<file path="src/rtl/mem_access_pkg.sv">
// mem_access shared definitions:
// FSM states, timeout default, legal byte-enable patterns.
`ifndef DataCatchDepth
`define DataCatchDepth 16
`endif

package mem_access_pkg;

  localparam int DATA_CATCH_DEPTH = `DataCatchDepth;
  localparam int TIMEOUT_DEF      = 16;

  typedef enum logic {
    IDLE = 1'b0,
    BUSY = 1'b1
  } state_e;

  localparam logic [3:0] BE_B0 = 4'b0001;
  localparam logic [3:0] BE_B1 = 4'b0010;
  localparam logic [3:0] BE_B2 = 4'b0100;
  localparam logic [3:0] BE_B3 = 4'b1000;
  localparam logic [3:0] BE_HL = 4'b0011;
  localparam logic [3:0] BE_HH = 4'b1100;
  localparam logic [3:0] BE_W  = 4'b1111;

  function automatic logic be_legal(input logic [3:0] be);
    return be inside {BE_B0, BE_B1, BE_B2, BE_B3,
                      BE_HL, BE_HH, BE_W};
  endfunction

endpackage

</file>
<file path="src/rtl/mem_access_load_align.sv">
// load_align: masks read data to the enabled lanes
// and shifts the lowest enabled lane down to bit 0.
module load_align (
  input  logic [3:0]  i_be,
  input  logic [31:0] i_rdata,
  output logic [31:0] o_data
);

  logic [31:0] w_mask;
  logic [31:0] w_masked;
  logic [4:0]  w_shift;

  assign w_mask = {{8{i_be[3]}}, {8{i_be[2]}},
                   {8{i_be[1]}}, {8{i_be[0]}}};
  assign w_masked = i_rdata & w_mask;

  // shift amount from the lowest set enable bit
  always_comb begin
    w_shift = 5'd0;
    priority case (1'b1)
      i_be[0]: w_shift = 5'd0;
      i_be[1]: w_shift = 5'd8;
      i_be[2]: w_shift = 5'd16;
      i_be[3]: w_shift = 5'd24;
      default: w_shift = 5'd0;
    endcase
  end

  assign o_data = w_masked >> w_shift;

endmodule

</file>
<file path="src/rtl/mem_access.sv">
// mem_access: memory stage; passes ALU results through,
// runs one data-memory transaction at a time with timeout.
module mem_access
  import mem_access_pkg::*;
#(
  parameter int AW      = DATA_CATCH_DEPTH,
  parameter int TIMEOUT = TIMEOUT_DEF
) (
  input  logic          clk,
  input  logic          rst,
  input  logic          ex_vld,
  input  logic [4:0]    ex_rd_idx,
  input  logic [31:0]   x_rd,
  input  logic          x_rd_vld,
  input  logic [AW-1:0] MEMaddr,
  input  logic [3:0]    MEMrden,
  input  logic [3:0]    MEMwren,
  input  logic [31:0]   MEMwrdata,
  output logic          dm_req,
  output logic          dm_we,
  output logic [3:0]    dm_be,
  output logic [AW-1:0] dm_addr,
  output logic [31:0]   dm_wdata,
  input  logic          dm_ack,
  input  logic [31:0]   dm_rdata,
  output logic          wb_vld,
  output logic [4:0]    wb_idx,
  output logic [31:0]   wb_data,
  output logic          stall,
  output logic          error
);

  localparam logic [4:0] TO_LAST = 5'(TIMEOUT - 1);
  localparam logic [AW-1:0] ADDR_MASK =
    {{(AW-2){1'b1}}, 2'b00};

  state_e      r_state;
  logic [4:0]  r_cnt;
  logic [4:0]  r_rd_idx;
  logic        r_rd_vld;

  logic        w_rd_op;
  logic        w_wr_op;
  logic [3:0]  w_be;
  logic [31:0] w_load;

  assign w_rd_op = |MEMrden;
  assign w_wr_op = |MEMwren;
  assign w_be    = w_wr_op ? MEMwren : MEMrden;
  assign stall   = (r_state == BUSY);

  load_align u_align (
    .i_be    (dm_be),
    .i_rdata (dm_rdata),
    .o_data  (w_load)
  );

  // transaction FSM with registered memory and write-back outputs
  always_ff @(posedge clk) begin
    if (rst) begin
      r_state  <= IDLE;
      r_cnt    <= '0;
      r_rd_idx <= '0;
      r_rd_vld <= 1'b0;
      dm_req   <= 1'b0;
      dm_we    <= 1'b0;
      dm_be    <= '0;
      dm_addr  <= '0;
      dm_wdata <= '0;
      wb_vld   <= 1'b0;
      wb_idx   <= '0;
      wb_data  <= '0;
      error    <= 1'b0;
    end else begin
      wb_vld <= 1'b0;
      unique case (r_state)
        IDLE: begin
          if (ex_vld) begin
            if (w_rd_op && w_wr_op) begin
              error <= 1'b1;
            end else if (w_rd_op || w_wr_op) begin
              if (!be_legal(w_be)) begin
                error <= 1'b1;
              end else begin
                dm_req   <= 1'b1;
                dm_we    <= w_wr_op;
                dm_be    <= w_be;
                dm_addr  <= MEMaddr & ADDR_MASK;
                dm_wdata <= MEMwrdata;
                r_rd_idx <= ex_rd_idx;
                r_rd_vld <= x_rd_vld;
                r_cnt    <= '0;
                r_state  <= BUSY;
              end
            end else begin
              wb_vld  <= x_rd_vld;
              wb_idx  <= ex_rd_idx;
              wb_data <= x_rd;
            end
          end
        end
        BUSY: begin
          if (dm_ack) begin
            dm_req  <= 1'b0;
            r_state <= IDLE;
            if (!dm_we) begin
              wb_vld  <= r_rd_vld;
              wb_idx  <= r_rd_idx;
              wb_data <= w_load;
            end
          end else if (r_cnt == TO_LAST) begin
            error   <= 1'b1;
            dm_req  <= 1'b0;
            r_state <= IDLE;
          end else begin
            r_cnt <= r_cnt + 5'd1;
          end
        end
      endcase
    end
  end

endmodule

</file>
<file path="config.mk">
export PLATFORM = sky130hd
export DESIGN_NAME = mem_access
export DESIGN_NICKNAME = d
export VERILOG_FILES = /design/src/rtl/mem_access_pkg.sv /design/src/rtl/mem_access_load_align.sv /design/src/rtl/mem_access.sv
export SDC_FILE = /design/constraint.sdc
export NUM_CORES = 1
export LEC_CHECK = 0
export CAP_MARGIN = 20
export CORE_MARGIN = 2
export CORE_UTILIZATION = 42
export CTS_CLUSTER_DIAMETER = 100
export CTS_CLUSTER_SIZE = 24
export DETAILED_ROUTE_END_ITERATION = 6
export PLACE_DENSITY = 0.81
export SLEW_MARGIN = 40
export SYNTH_ARGS = -nofsm -noshare
export SYNTH_HDL_FRONTEND = slang
export SYNTH_SLANG_ARGS = --single-unit
export TNS_END_PERCENT = 30
</file>
<file path="constraint.sdc">
create_clock -name clk -period 2.3 [get_ports clk]
set_input_delay 0.345 -clock clk [delete_from_list [all_inputs] [get_ports clk]]
set_output_delay 0.345 -clock clk [all_outputs]
set_load 0.02 [all_outputs]
</file>
---- After elaboration in Yosys (flattened, before gate mapping) ----
Cells that the tools add are included.
word-level totals
  output and inout bits ................... 94
  flip-flop bits (word level) ............. 103
  word-level logic and storage cells ...... 100
  input bits .............................. 130
cells by class
  mux-type cells .......................... 51
  reduce and logical (&&, ||, !) cells .... 10
  shift-type cells ........................ 1
  add/subtract/negate cells ............... 1
  bitwise logic cells ..................... 3
  equality and inequality tests ........... 21
operators by type and width
  operator               number
  $mux W32               5
  $mux W5                15
  $pmux W32 S2           1
  $and A32 B32 Y32       1
  $shr A32 B5 Y32        1
  $mux W1                23
  $pmux W5 S2            2
  $reduce_and A5 Y1      4
  $ne A2 B2 Y1 const B   9
  $eq A4 B4 Y1 const B   3
  $eq A4 B2 Y1 const B   2
  $pmux W1 S2            4
  $reduce_or A4 Y1       2
  $reduce_bool A7 Y1     1
  $ne A3 B3 Y1 const B   2
  $reduce_and A6 Y1      1
  $add A5 B1 Y5 const B  1
  $eq A5 B4 Y1 const B   1
  $eq A4 B1 Y1 const B   1
  $eq A4 B3 Y1 const B   1
  $mux W4                1
  $ne A3 B2 Y1 const B   1
  $ne A2 B1 Y1 const B   1
  $not A1 Y1             2
  other kinds (2)        2

---- Longest topological paths before layout ----
Gate-level depths: netlist of the first run.
  depth after elaboration ................. 9
  depth in mapped cells ................... 9
  gate-level depth less buffers ........... 7

---- Cells and area by module ----
Synthesis of the first run repeated with hierarchy kept, for this count alone.
unflattened totals
  cell total of the unflattened synthesis .. 617
  area, all modules ....................... 5104.9 um2
by module, submodules not included
  module      area an instance (um2)  sequential area each (um2)  cells an instance  times used
  mem_access  4421.7                  2062.0                      500                1
  load_align  683.2                   0.0                         117                1

---- Worst setup path after synthesis of the first run ----
Ideal clock, no wire load.
  path kind ............................... input to register
  start point ............................. in MEMwren[1]
  end point ............................... reg dm_wdata[10]
  slack ................................... 0.228 ns
  arrival ................................. 1.940 ns
  buffers on the path ..................... 3
  cell stages on the path ................. 8
  data required time ...................... 2.168 ns
  setup time .............................. 0.132 ns
  path through ............................ buf_4 > or4_4 > o21a_1 > a21o_1 > buf_2 > buf_4 > nand3_1 > a21oi_1
between the ends
  word-level cells in the longest chain between the ends .. 5
  elaborated cells on any way between the ends .. 14
  classes of those cells .................. eq/ne (7); mux (1); bitwise (1); reduce/logical (5)
ends and longest elaborated chain
  element                               line                  RTL
  start, declared                       mem_access.sv:17      input logic [3:0] MEMwren,
  $reduce_or A4 Y1                      mem_access.sv:48      assign w_wr_op = |MEMwren;
  $mux W4                               mem_access.sv:49      assign w_be = w_wr_op ? MEMwren : MEMrden;
  $eq A4 B1 Y1 (tied with other cells)  mem_access_pkg.sv:26  return be inside {BE_B0, BE_B1, BE_B2, BE_B3,
  $reduce_bool A7 Y1                    mem_access_pkg.sv:26
  $reduce_and A5 Y1 (no source line) *  --
  end signal, assigned                  mem_access.sv:89      dm_wdata <= MEMwrdata;
  end, declared                         mem_access.sv:23      output logic [31:0] dm_wdata,
Every way passes the cells marked *; elsewhere a longest branch is shown, timed or not.
A chain may end at the register's enable or synchronous reset.

---- Worst setup path after layout of the first run ----
  start point ............................. reg dm_be[1]
  end point ............................... out dm_be[1]
RTL lines
  element                 line              RTL
  start, declared         mem_access.sv:21  output logic [3:0] dm_be,
  start signal, assigned  mem_access.sv:87  dm_be <= w_be;
No word-level cell between the ends.

==> reports/metrics.cfg, run 1 <==
[status]
status = finished clean

[yosys]
synth_area_um2 = 4905
synth_edf_count = 0
yosys_register_bits = 103
yosysWarnings = 0
synthFlopType = dfxtp_1
async_reset_ff_frac = 0
synth_cell_types = 46
syn_area_per_cell_um2 = 8.001
yosysSeqAreaShare = 0.4204
synthCells = 613

[drt]
wl_per_cell_um = 17.91
drtIter0Drc = 386
vias_per_cell = 5.744
dr_total_vias = 5572
drcViolationCount = 0
drtPass1Iterations = 5
ant_nets = 0
routed_wirelength_mm = 17.37

[placed_design]
io_buffers = 219
post-dp-hpwl_mm = 12.72
pre_cts_ws_ns = -0.1720
placedCellCount = 954
gp_congestion = 0.9502
dpl-instance-area_um2 = 7428

[finish]
drive_above_1_share = 0.08585
diodes = 0
finalNetCount = 954
postLayoutCellArea_um2 = 7759
area_delta_synth_final_pct = 58.19
instances_no_fill = 970

[clock_network]
htreeDepth = 3
clockBufferDepth = 2
cts_hold_buf = 0
cts.sinks = 103
cts-resized-gates = 0
clkSlewWorstSetupHoldPaths_ns = 0.07
cts_made_buffers = 9
insertion_delay_ns = 0.34
cts_setup_buffers = 0
cts_tree = yes
cts_root_buffer = clkbuf_16

[timing]
period_share = 0.9481
slew_headroom = 0.5505
grt_setup_unrepaired = false
maxSlewViolCount = 0
clock_skew_ns = 0.004526
hold_violations = 0
setup_slack_ns = 0.1193
clock.fmax_ghz = 0.4586
period_needed_ns = 2.181
setup_viol = 0
tightest_slew_ns = 0.6733
holdWs_ns = 0.4527

[worst_setup_path]
slowest_delay_ns = 0.75
cp_max_fo = 18
worstSetupStartpointType = flip-flop
endpoint_kind = output pin
r2r_start = r_cnt[0]
timing.rr.end = r_cnt[3]
critPathSlowestCell = dfxtp_1
cp.required_ns = 1.96
worst-setup-path-type = flip-flop to output pin
path_buf_inv = 1
path_cells = clkdlybuf4s50_1
reg2reg_depth = 7
arrival_ns = 1.84
cp_top_family = flip-flops
reg2reg_slack_ns = 0.19

[die]
die_y_um = 112.1
die_w_um = 112.1
io_pins = 224
die-area_um2 = 12560
rows = 39
core_um2 = 11420
start_util = 0.4295

[power_and_ir_drop]
ir_drop_mv = 0.5107
leakage_nw = 2.569
power.total_w = 0.004134
p_per_area_nw_per_um2 = 532.8

[worst_hold_path]
min_path_cells = 2
min-delay-start = wb_data[1]
hold_path.class = flip-flop to flip-flop
min_to = wb_data[1]

[grt]
overflow = 0
grt_use_total = 0.2673
antenna_found_initial = 0
grt_max_degree = 44
grt_pass1_wl_mm = 27.67
grt_pass1_vias = 5641

[flow_run]
cap_violations = 0

-- power by group --
part	total (W)	internal, W	leakage [nW]	switching [W]
combinational	0.000631	0.000336	1.57	0.000295
clock	0.00168	0.000972	0.163	0.000710
sequential	0.00182	0.00181	0.832	0.0000164
-- placed cells by master (no fill, tap or decap), drive strengths merged, types with 3 or more instances in the layout --
cell type / count
nor3: 21
nor2: 40
a31oi: 5
buf: 43
o21ai: 64
dfxtp: 103
clkbuf: 9
a21oi: 81
a221oi: 16
clkdlybuf4s50: 218
and3: 9
o22ai: 3
or4: 3
o311ai: 8
inv: 11
o211ai: 16
a221o: 8
clkinv: 3
nand3: 55
mux2i: 13
a211oi: 20
nand2: 52
-- Yosys cell counts, drive strengths merged, types with 2 or more instances --
cell type  instances  area share
a21o               2      0.0031
a32o               2      0.0041
o31ai              2      0.0031
nor2              40       0.031
mux2i             13       0.027
o211ai            16       0.024
ha                 2      0.0051
clkbuf            47       0.037
o311ai             8       0.014
a221oi            16       0.029
dfxtp            103        0.42
a21oi             81       0.085
buf               17       0.021
o21ai             64       0.065
nor2b              2      0.0026
a221o              8       0.016
inv                9      0.0069
nand2             52       0.040
o21a               2      0.0031
and3               9       0.011
a211oi            20       0.033
nor3              21       0.021
and2               2      0.0026
a31oi              5      0.0064
nor4               2      0.0087
nand3             55       0.056
or4                3      0.0054
o22ai              3      0.0066
-- routing by layer --
layer  routed length [µm]  GRT usage
met1                 6950     0.3146
met5                    0          0
met3                 1559    0.07451
met2                 8427     0.4711
met4                  429    0.08943
-- stage by stage --
stage,utilization,TNS (ns)
floorplan,-,0
global placement,0.6506,-3.841
detailed placement,0.6506,-6.290
CTS,0.6795,0
global route,0.6795,0
finish,0.6795,0
-- flip-flops by register name, indices dropped and copies added (netlist names) --
name	cells
stall	1
wb_idx	5
r_rd_idx	5
r_cnt	5
r_rd_vld	1
dm_be	4
dm_wdata	32
wb_data	32
dm_req	1
wb_vld	1
dm_addr	14
dm_we	1
error	1
-- logic make-up (layout without fill, tap and decap cells) --
| family | after synthesis | after routing | synth area share |
|---|---|---|---|
| AO/OA/AOI/OAI | 231 | 231 | 0.2972 |
| XOR/XNOR | 1 | 1 | 0.001786 |
| adder cells (fa/ha/maj) | 2 | 2 | 0.005101 |
| buffers and inverters | 73 | 286 | 0.06556 |
| flip-flops | 103 | 103 | 0.4204 |
| multiplexers | 13 | 13 | 0.02653 |
| other | 1 | 2 | 0.0007646 |
| AND/OR/NAND/NOR | 189 | 189 | 0.1827 |
-- cell type report --
type                       count  area [µm²]
multi-input combinational    438        2535
tap                          143       178.9
clock buffer                   9       225.2
inverter                       9       33.78
fill                         952        3660
sequential                   103        2063
timing repair buffer         261        2618
clock inverter                 7       105.1
-- worst max-delay path by stage --
stage / startpoint / end / slack [ns] / cells past startpoint
finish: dm_be[1] / dm_be[1] / 0.12 / 1
CTS: dm_be[1] / dm_be[1] / 0.12 / 1
floorplan: MEMwren[1] / dm_wdata[10] / 0.23 / 8
global route: r_cnt[0] / r_cnt[3] / 0.03 / 7
global placement: MEMwren[0] / r_cnt[3] / -0.13 / 6
detailed placement: MEMwren[0] / r_cnt[3] / -0.17 / 6
(Power assumes the default switching activity.)
==> inputs of run 2 (changes only) <==
--- a/config.mk
+++ b/config.mk
@@ -11,6 +11,7 @@
 export CTS_CLUSTER_DIAMETER = 100
 export CTS_CLUSTER_SIZE = 24
 export DETAILED_ROUTE_END_ITERATION = 6
+export GPL_ROUTABILITY_DRIVEN = 0
 export PLACE_DENSITY = 0.81
 export SLEW_MARGIN = 40
 export SYNTH_ARGS = -nofsm -noshare
==> reports/metrics.cfg, run 2 (same netlist as run 1, synthesis figures left out) <==
[timing]
period_share = 0.9734  ; +0.02521
tightest_slew_ns = 0.5979  ; -0.07541 ns
period_needed_ns = 2.239  ; +0.05797 ns
grt_setup_unrepaired = false
maxSlewViolCount = 0  ; unchanged
clock_skew_ns = 0.008658  ; +0.004133 ns
setup_slack_ns = 0.06129  ; -0.05797 ns
setup_viol = 0  ; unchanged
hold_violations = 0  ; unchanged
clock.fmax_ghz = 0.4467  ; -2.6%
slew_headroom = 0.6008  ; +0.05034

[finish]
final_common_cell = clkdlybuf4s50_1
finalNetCount = 953  ; -0.10%
regArea_um2 = 2063  ; unchanged
multi_input_area_um2 = 2535  ; unchanged
drive_above_1_share = 0.08354  ; -0.002317
postLayoutCellArea_um2 = 7681  ; -1.0%
fin_util = 0.6727  ; -0.006794
final_cell_mix = clkdlybuf4s50_1, dfxtp_1, a21oi_1
largestRegisters = dm_wdata (32), wb_data (32), dm_addr (14)
area_delta_synth_final_pct = 56.61
fillers = 948  ; -0.42%
diodes = 0  ; unchanged

[clock_network]
insertion_delay_ns = 0.34  ; about the same
cts.sinks = 103  ; unchanged
cts_setup_buffers = 0  ; unchanged
cts_tree = yes
cts-resized-gates = 0  ; unchanged
htreeDepth = 3  ; unchanged
clkSlewWorstSetupHoldPaths_ns = 0.07  ; about the same
cts_made_buffers = 9  ; unchanged
cts_root_buffer = clkbuf_16
cts_hold_buf = 0  ; unchanged
clockBufferDepth = 2  ; unchanged

[grt]
grt_pass1_vias = 5312  ; -5.8%
overflow = 0  ; unchanged
grt_pass1_wl_mm = 26.65  ; -3.7%
grt_max_degree = 45  ; +2.3%
grt_use_total = 0.2586  ; -0.008711
antenna_found_initial = 0  ; unchanged

[drt]
drtPass1Iterations = 5  ; unchanged
drtIter0Drc = 540  ; +40%
dr_total_vias = 5553  ; -0.34%
routed_wirelength_mm = 16.73  ; -3.7%
drcViolationCount = 0  ; unchanged
vias_per_cell = 5.731  ; -0.24%
ant_nets = 0  ; unchanged
wl_per_cell_um = 17.26  ; -3.6%

[worst_setup_path]
cp_max_fo = 16  ; -2
slowest_delay_ns = 0.60  ; -0.15 ns
reg2reg_depth = 7  ; unchanged
arrival_ns = 2.50  ; +0.66 ns
critPathSlowestCell = or4_4
endpoint_kind = flip-flop
cp.required_ns = 2.56  ; +0.60 ns
worstSetupStartpointType = input pin
worst-setup-path-type = input pin to flip-flop
path_cells = clkdlybuf4s50_1, or4_4, o21a_1, a21oi_4, buf_4, o21ai_0, a21oi_1

[die]
die_w_um = 112.1  ; unchanged
die-area_um2 = 12560  ; unchanged
rows = 39  ; unchanged
die_y_um = 112.1  ; unchanged
io_pins = 224  ; unchanged
core_um2 = 11420  ; unchanged
start_util = 0.4295  ; unchanged

[placed_design]
io_buffers = 219  ; unchanged
post-dp-hpwl_mm = 12.29  ; -3.4%
pre_cts_ws_ns = -0.1872  ; -0.01519 ns
dpl-instance-area_um2 = 7408  ; -0.27%

[worst_hold_path]
hold_path.class = input pin to flip-flop
min_path_cells = 2  ; unchanged

[power_and_ir_drop]
ir_drop_mv = 0.3435  ; -33%
p_per_area_nw_per_um2 = 503.6  ; -5.5%
leakage_nw = 2.531  ; -1.5%

[status]
status = finished clean

[flow_run]
cap_violations = 0  ; unchanged

## run 2: cell count changes in the layout (fill, tap and decap cells not counted), sizes merged
cell      previous run  this run
buf                 43        42
clkinvlp             0         1
bufinv               2         0
clkbuf               9        10
## run 2: critical path: cells and delay by family
kind	cells	cell delay (ns)
buf+inv	2	0.70
simple gates	1	0.60
compound gates	4	0.84
## run 2: per-layer routing
layer | share of wire | global-route usage | vias to the layer above
met5 | 0 | 0 | -
met2 | 0.48 | 0.4384 | 269
met4 | 0.031 | 0.09837 | 0
met1 | 0.40 | 0.3086 | 2583
met3 | 0.093 | 0.08099 | 39
li1 | - | - | 2662
## run 2: path summary, 6_finish.rpt
| kind | from | end | slack [ns] |
|---|---|---|---|
| worst max-delay path | MEMwren[0] | dm_wdata[26] | 0.06 |
| worst min-delay path | rst | r_cnt[4] | 0.45 |
| worst max register to register | r_cnt[0] | r_cnt[3] | 0.30 |
| worst min register to register | wb_data[10] | wb_data[10] | 0.45 |
## run 2: final cells by class
type,count,area share
inverters,9,0.004398
well taps,143,0.02329
multi-input cells,438,0.3300
clock inverters,6,0.005701
flip-flops and latches,103,0.2686
clock buffers,10,0.02981
repair buffers,260,0.3382
## run 2: per-stage QoR
| step | power (W) | hold slack [ns] | instances | setup TNS, ns |
|---|---|---|---|---|
| after floorplan | 0.002097 | 0.4446 | 614 | 0 |
| after global placement | 0.002470 | 0.4384 | 953 | -4.598 |
| after detailed placement | 0.002482 | 0.4441 | 953 | -9.127 |
| after CTS | 0.003905 | 0.4285 | 969 | 0 |
| after global routing | 0.004018 | 0.4660 | 969 | 0 |
| final | 0.003868 | 0.4481 | 969 | 0 |
## run 2: where the power goes
part           internal, W  switching (W)
clock network     0.000741       0.000681
registers          0.00181      0.0000150
logic             0.000331       0.000294
==> inputs of run 3 (changes only) <==
--- a/config.mk
+++ b/config.mk
@@ -7,12 +7,13 @@
 export LEC_CHECK = 0
 export CAP_MARGIN = 20
 export CORE_MARGIN = 2
-export CORE_UTILIZATION = 42
+export CORE_UTILIZATION = 43
+export CTS_BUF_LIST = sky130_fd_sc_hd__clkbuf_4
 export CTS_CLUSTER_DIAMETER = 100
 export CTS_CLUSTER_SIZE = 24
 export DETAILED_ROUTE_END_ITERATION = 6
 export GPL_ROUTABILITY_DRIVEN = 0
-export PLACE_DENSITY = 0.81
+export PLACE_DENSITY_LB_ADDON = 0.12
 export SLEW_MARGIN = 40
 export SYNTH_ARGS = -nofsm -noshare
 export SYNTH_HDL_FRONTEND = slang
==> reports/metrics.cfg, run 3 (same netlist as run 1, synthesis figures left out) <==
[status]
status = finished clean

[finish]
drive_above_1_share = 0.07908  ; -0.004460
fillers = 926  ; -2.3%
multi_input_area_um2 = 2535  ; unchanged
regArea_um2 = 2063  ; unchanged
final_common_cell = clkdlybuf4s50_1
largestRegisters = dm_wdata (32), wb_data (32), dm_addr (14)
final_cell_mix = clkdlybuf4s50_1, dfxtp_1, a21oi_1
fin_util = 0.6633  ; -0.009356
instances_no_fill = 965  ; -0.41%
finalNetCount = 950  ; -0.31%
area_delta_synth_final_pct = 52.45
diodes = 0  ; unchanged

[timing]
period_share = 0.9129  ; -0.06048
hold_violations = 0  ; unchanged
setup_slack_ns = 0.2004  ; +0.1391 ns
tightest_slew_ns = 0.5998  ; +0.001902 ns
clock.fmax_ghz = 0.4763  ; +6.6%
slew_headroom = 0.5993  ; -0.001546
maxSlewViolCount = 0  ; unchanged
clock_skew_ns = 0.02431  ; +0.01565 ns
period_needed_ns = 2.100  ; -0.1391 ns
setup_viol = 0  ; unchanged
grt_setup_unrepaired = false

[clock_network]
cts_hold_buf = 0  ; unchanged
clkSlewWorstSetupHoldPaths_ns = 0.16  ; +0.09 ns
cts_made_buffers = 9  ; unchanged
clockBufferDepth = 2  ; unchanged
insertion_delay_ns = 0.46  ; +0.12 ns
cts_root_buffer = clkbuf_4
cts_setup_buffers = 0  ; unchanged
cts.sinks = 103  ; unchanged
cts_tree = yes
htreeDepth = 3  ; unchanged

[drt]
drcViolationCount = 0  ; unchanged
drtIter0Drc = 603  ; +12%
drtPass1Iterations = 5  ; unchanged
dr_total_vias = 5510  ; -0.77%
ant_nets = 0  ; unchanged
wl_per_cell_um = 17.43  ; +0.97%
routed_wirelength_mm = 16.82  ; +0.56%
vias_per_cell = 5.710  ; -0.36%

[grt]
antenna_found_initial = 0  ; unchanged
overflow = 0  ; unchanged
grt_max_degree = 53  ; +18%
grt_use_total = 0.2666  ; +0.007926
grt_pass1_wl_mm = 27.10  ; +1.7%
grt_pass1_vias = 5403  ; +1.7%

[die]
rows = 39  ; unchanged
io_pins = 224  ; unchanged
die_y_um = 110.8  ; -1.1%
die-area_um2 = 12280  ; -2.2%
core_um2 = 11270  ; -1.3%
die_w_um = 110.8  ; -1.1%
start_util = 0.4351  ; +0.005578

[flow_run]
cap_violations = 0  ; unchanged

[worst_setup_path]
path_cells = clkdlybuf4s50_1
slowest_delay_ns = 0.69  ; +0.09 ns
cp.required_ns = 1.96  ; -0.60 ns
worstSetupStartpointType = flip-flop
arrival_ns = 1.75  ; -0.75 ns
reg2reg_slack_ns = 0.30  ; about the same
worst-setup-path-type = flip-flop to output pin
cp_max_fo = 22  ; +6
path_buf_inv = 1  ; -1
cp_top_family = buffers and inverters
critPathSlowestCell = clkdlybuf4s50_1
endpoint_kind = output pin

[placed_design]
placedCellCount = 950  ; -0.31%
pre_cts_ws_ns = -0.1525  ; +0.03468 ns
post-dp-hpwl_mm = 11.92  ; -3.0%
io_buffers = 219  ; unchanged

[power_and_ir_drop]
p_per_area_nw_per_um2 = 450.5  ; -11%
ir_drop_mv = 0.3207  ; -6.6%
leakage_nw = 2.444  ; -3.4%

[worst_hold_path]
hold_path.class = input pin to flip-flop

==> run 3: cell count changes in the layout (fill, tap and decap cells not counted), sizes merged <==
cell and change:
buf -3, clkbuf -1, inv -1, clkinvlp -1, bufinv +1, clkinv +1
==> run 3: area by class of cell <==
cell class                      instances  area share
Clock inverter                          6    0.008199
Clock buffer                            9    0.009036
Timing Repair Buffer                  257      0.3394
Sequential cell                       103      0.2759
Tap cell                              143     0.02393
Inverter                                9    0.004518
Multi-Input combinational cell        438      0.3390
==> run 3: worst paths after layout <==
path	start	end	cells past startpoint
max	dm_be[1]	dm_be[1]	1
min reg2reg	wb_data[1]	wb_data[1]	2
min	rst	dm_addr[4]	2
max reg2reg	r_cnt[0]	r_cnt[3]	7
==> run 3: power breakdown <==
part           leakage (nW)  switching, W  internal (W)
Sequential            0.832     0.0000152       0.00181
Clock                0.0736      0.000603      0.000325
Combinational          1.54      0.000293      0.000323
==> run 3: repair_timing <==
| action | in CTS | in global routing |
|---|---|---|
| setup endpoints to repair | 1 | 0 |
| hold endpoints to repair | 0 | 0 |
| gates resized for setup | 1 | 0 |
==> run 3: metal layers <==
metal	wire (µm)	vias up	track usage	share of wire
met5	0	-	0	0
met4	359	0	0.09333	0.021
met3	1465	26	0.07928	0.087
met2	8244	272	0.4450	0.49
met1	6751	2560	0.3277	0.40
li1	-	2652	-	-
==> run 3: metrics by stage <==
| stage | power (W) | hold slack (ns) | TNS [ns] | instance area, µm² |
|---|---|---|---|---|
| after floorplan | 0.002097 | 0.4446 | 0 | 4908 |
| after global placement | 0.002461 | 0.4404 | -3.697 | 7347 |
| after detailed placement | 0.002470 | 0.4437 | -7.342 | 7347 |
| after CTS | 0.003394 | 0.3077 | 0 | 7477 |
| after global routing | 0.003504 | 0.3159 | 0 | 7477 |
| final | 0.003368 | 0.3356 | 0 | 7477 |
